<file path="config.mk">
export PLATFORM = sky130hd
export DESIGN_NAME = reg_write_arbiter
export DESIGN_NICKNAME = d
export VERILOG_FILES = /design/src/rtl/reg_write_arbiter.sv
export SDC_FILE = /design/constraint.sdc
export NUM_CORES = 1
export LEC_CHECK = 0
export ABC_AREA = 1
export BUFFER_PORTS_ARGS = -buffer_cell sky130_fd_sc_hd__buf_4
export CAP_MARGIN = 5
export CORE_MARGIN = 3
export CORE_UTILIZATION = 45
export CTS_CLUSTER_DIAMETER = 150
export DETAILED_ROUTE_END_ITERATION = 7
export HOLD_SLACK_MARGIN = 0.12
export PLACE_DENSITY_LB_ADDON = 0.12
export SLEW_MARGIN = 20
export SYNTH_ARGS = -nofsm -noshare
export SYNTH_HDL_FRONTEND = slang
export SYNTH_SLANG_ARGS = --single-unit
</file>
<file path="constraint.sdc">
create_clock -name Clock -period 1.8 [get_ports Clock]
set_clock_uncertainty 0.2 [all_clocks]
set_input_delay 0.18 -clock Clock [delete_from_list [all_inputs] [get_ports Clock]]
set_output_delay 0.18 -clock Clock [all_outputs]
set_load 0.005 [all_outputs]
</file>
<file path="src/rtl/reg_write_arbiter.sv">
// reg_write_arbiter: round-robin merge of two register-file write requesters into one write port
module reg_write_arbiter #(
  parameter int COUNT_WIDTH = 16
) (
  input  logic                   Clock,
  input  logic                   NReset,
  input  logic                   ValidA,
  input  logic [4:0]             IdA,
  input  logic [31:0]            DataA,
  output logic                   ReadyA,
  input  logic                   ValidB,
  input  logic [4:0]             IdB,
  input  logic [31:0]            DataB,
  output logic                   ReadyB,
  input  logic                   Hold,
  output logic                   EnableWrite,
  output logic [4:0]             RegIDToWrite,
  output logic [31:0]            DataIn,
  output logic [COUNT_WIDTH-1:0] WriteCount,
  output logic                   LastGrant
);
  logic                   en_q, en_d;
  logic [4:0]             id_q, id_d;
  logic [31:0]            data_q, data_d;
  logic [COUNT_WIDTH-1:0] cnt_q, cnt_d;
  logic                   last_q, last_d;
  logic                   hs;
  logic [4:0]             sel_id;
  // Grant: a lone requester wins; on contention the one not granted last time wins
  always_comb begin
    ReadyA = NReset & ~Hold & ValidA & (~ValidB | last_q);
    ReadyB = NReset & ~Hold & ValidB & (~ValidA | ~last_q);
    hs     = ReadyA | ReadyB;
    sel_id = ReadyA ? IdA : IdB;
    last_d = hs ? ReadyB : last_q;
    id_d   = hs ? sel_id : id_q;
    data_d = hs ? (ReadyA ? DataA : DataB) : data_q;
    en_d   = hs & (sel_id != 5'd0);
    cnt_d  = en_q ? cnt_q + 1'b1 : cnt_q;
  end
  // Capture the granted write; register 0 writes are accepted but never enabled
  always_ff @(posedge Clock or negedge NReset) begin
    if (!NReset) begin
      en_q   <= 1'b0;
      id_q   <= '0;
      data_q <= '0;
      cnt_q  <= '0;
      last_q <= 1'b1;
    end else begin
      en_q   <= en_d;
      id_q   <= id_d;
      data_q <= data_d;
      cnt_q  <= cnt_d;
      last_q <= last_d;
    end
  end
  assign EnableWrite  = en_q;
  assign RegIDToWrite = id_q;
  assign DataIn       = data_q;
  assign WriteCount   = cnt_q;
  assign LastGrant    = last_q;
endmodule
</file>
# Yosys cells after proc, flatten, opt, wreduce, memory -nomap -nowiden
# Cells that the tools add are included.
# classes
muxes,2
addsub,1
bitwise_logic,13
n_reduce_logical,1
# op_table
operator,count
32-bit two-way mux,1
"16-bit by 1-bit adder with 16-bit output, second input constant",1
1-bit bitwise AND,6
5-bit two-way mux,1
5-bit nonzero test,1
1-bit NOT,4
1-bit bitwise OR,3
# totals
register_bits,55
word_cells,22
input_bits,79
out_inout_bits,57

# Longest topological paths before layout
# logic_depth
word_depth,7
ltp_mapped,9
depth_no_buf,8

# Worst setup path after synthesis
# Ideal clock, no wire load.
# synth_path
path_type,register -> register
from,register last_q (netlist: LastGrant)
to,register en_q (netlist: EnableWrite)
arrival_time_ns,1.287
setup_ns,0.121
synth_period_minus_slack_ns,1.608
slack_ns,0.192
t_required_ns,1.479
n_path_buf,1
path_stages_with_launch,9
cell_sequence,dfstp_2 inv_1 nand2_1 nand3_2 buf_4 o21ai_1 nand2_1 nor2_1 nor2_1
# synth_via
elab_chain_len,5
elab_cells_between_ends,9
classes_between,1 x mux; 7 x bitwise; 1 x reduce/logical
# synth_lines
element,line,rtl
start: declaration,26,"logic last_q, last_d;"
start signal: assignment,54,last_q <= last_d;
1-bit bitwise OR / 1-bit NOT (equally long branches),"31, 32",
1-bit bitwise AND / 1-bit bitwise OR (equally long branches),"31, 32",
5-bit two-way mux / 1-bit bitwise AND (equally long branches),"34, 32",
5-bit nonzero test / 1-bit bitwise OR (equally long branches),"38, 33",
1-bit bitwise AND *,38,en_d = hs & (sel_id != 5'd0);
named net en_d,22,"logic en_q, en_d;"
end signal: assignment,50,en_q <= en_d;
end: declaration,22,
# Mark *: on every way through the listed nets, which the timed path passes. The rest lies on a longest branch.
# A chain may end at the register's enable or synchronous reset.

# Final worst setup path
# layout_path
from,register last_q (netlist: LastGrant)
to,output port ReadyA
# layout_via
elab_chain_len,2
# layout_lines
element,line,rtl
1-bit bitwise OR,31,ReadyA = NReset & ~Hold & ValidA & (~ValidB | last_q);
1-bit bitwise AND,31,
end: declaration,10,"output logic ReadyA,"
# No other way between the ends.

==> metrics.txt <==
setup TNS 0 ns; most common flop cell mapped by yosys dfrtp_1; CP Max Fanout 8; first-pass GRT wire length approximately 15 mm; fin area 0.00468 mm²; launching point of the worst reg2reg path LastGrant; post-synthesis cell count 306; chip width 82.0 µm; Starting Density 0.469; Post-Synth XOR/XNOR Area 0.0438; final hold violations 0; most common cell after layout, fill and taps aside buf_4; Post-DP Area about 0.0037 mm²; synth unique cells 26; Compound-Gate Fraction of Synth Area 0.143; Layout Cells excl Fill 600; met1 GRT Util 0.328; initial antenna violation count 0; grt ovf 0; layout cells sized above 1 0.330; period utilization 0.989; Syn Area/Cell 8.50 µm²; number of global-route vias before repair about 3,200; DP Wirelength roughly 5.6 mm; EDFF count, synth 0; Cell Pwr Density 748 mW/mm²; simple-gate area share of the yosys netlist 0.214; CTS tree yes; WS Path Type flop to output port; IO Port Bufs ~140; Ports 136; outcome finished clean; P&R area growth vs syn 80.1%; minimum clock period after layout 1.78 ns; Slew @ Worst Pin 0.689 ns; met3 Resource Use GR 0.0647; Max Clock Freq around 0.56 GHz; Hold Path Class primary input to flop; total core area between 0.005 and 0.006 mm²; WL/cell 15.8 µm; WL final roughly 9.5 mm; endpoints failing setup 0; vias 3,093; Die ar. 0.00673 mm²; Yosys warning count 0; WP data arrival between 1 and 1.5 ns; peak supply drop 0.490 mV; relative slew slack 0.541; Max Cap Viol 0; CTS Sinks 55; Yosys top cell by area dfrtp_1; drt pass-1 iters 4; Static Leak between 0.002 and 0.0025 µW; GP Congestion 0.735; startpoint types flop; buffer depth of the longest clock path 2; GRT met2 Usage 0.506; Reg clk slew, reported paths roughly 0.1 ns; most frequent cells in the layout buf_4, dlygate4sd3_1, nand2_1; die height 82.0 µm; Clock Latency Late Sink about 0.30 ns; Yosys reg bits 55; Cell Area, Synth 0.00260 mm²; NumNets Final 607; Area contributors post-synth dfrtp_1, nand2_1, o21ai_0; Async S/R FF share, synth 1.00; DRC violations left 0; Vias/cell 5.16; clk root buf clkbuf_8; Worst Hold Launch Hold; H-Tree Level Count 2; gr usage total 0.289; CTS Buf Count 5; placed insts about 510; hold slack final 0.131 ns; CP endpoint kind output port; mux cell area share after synthesis 0.00433; Synth Area in Adders 0.00481; top cell type's share of synthesized area 0.520; RSZ-0062 raised after global routing yes; Core Rows 27; grt peak-use layer met2; Setup WS pre-CTS 0.0456 ns; Critical path origin LastGrant; diode count 0; setup slack after layout 0.0197 ns; Final Max Tran Viols 0; largest family of logic cells by synthesized area simple AND/OR/NAND/NOR gates; sequential share of the synthesized area 0.530; Required @ worst endpoint ~1.4 ns; antenna-violating nets left 0; largest net degree at the start of global routing 56; initial DRC count roughly 200; Synthesized Nets between 300 and 400
[logic make-up (layout without fill, tap and decap cells)]
kind of cell / after synthesis / after routing
compound gates: 74 / 74
xor+xnor: 13 / 13
fa+ha+maj: 1 / 1
buf+inv: 37 / 259
flops: 55 / 55
mux: 1 / 1
simple gates: 125 / 125
[state kept, by name (all words and copies together) (netlist names)]
signal,cells
EnableWrite,1
WriteCount,16
DataIn,32
LastGrant,1
RegIDToWrite,5
[per-stage QoR]
step / total power, µW / util
CTS: 3490 / 0.840
global route: 3690 / 0.845
finish: 3500 / 0.845
floorplan: 1960 / -
global placement: 2550 / 0.676
detailed placement: 2590 / 0.676
[synthesized netlist by cell type, types with 2 or more instances]
master and n:
inv_1 21, nand3_2 2, buf_2 11, nor2_1 41, dfrtp_1 54, nor2_4 3, nand2_2 2, nand2_1 63
xor2_1 9, inv_2 2, o21ai_0 38, xnor2_1 4, nand3_1 4, o21ai_1 34, clkbuf_1 2, nand4_1 6
[final timing paths]
kind / cells past startpoint / slack [ns] / to
min in group asynchronous: 3 / 0.37 / DataIn[2]
worst min register to register: 2 / 0.30 / RegIDToWrite[0]
worst max-delay path: 6 / 0.02 / ReadyA
max in group asynchronous: 3 / 0.55 / WriteCount[7]
worst max register to register: 4 / 0.05 / LastGrant
worst min-delay path: 5 / 0.13 / RegIDToWrite[2]
[critical path: stages, from the launching register on]
cell and delay, ns:
dfstp_2 0.55, inv_2 0.04, nand2_2 0.08, nand3_4 0.11, inv_4 0.11, buf_12 0.12
buf_6 0.09
[timing repair]
action,in CTS,in global routing
pin swaps,1,1
gates resized for setup,3,3
endpoints found under the hold margin,93,0
setup endpoints to repair,1,7
buffers inserted,3,4
hold buffers,77,0
[power by group]
part | switching [µW] | internal [µW]
Sequential | 190 | 1450
Clock | 388 | 352
Combinational | 459 | 663
Total | 1040 | 2470
[layout make-up]
class                   instances  area, µm²
well taps                      72       90.1
fillers                       318        857
inverters                      23       88.8
repair buffers                228       1950
multi-input cells             214       1080
clock buffers                   8        100
flip-flops and latches         55       1380
[layer usage]
layer | part of all wire | up-vias
met3 | 0.062 | 44
met5 | 0 | -
met4 | 0.043 | 0
li1 | - | 1425
met1 | 0.37 | 1468
met2 | 0.53 | 156
Note: power is estimated with default switching activity, not from simulation.
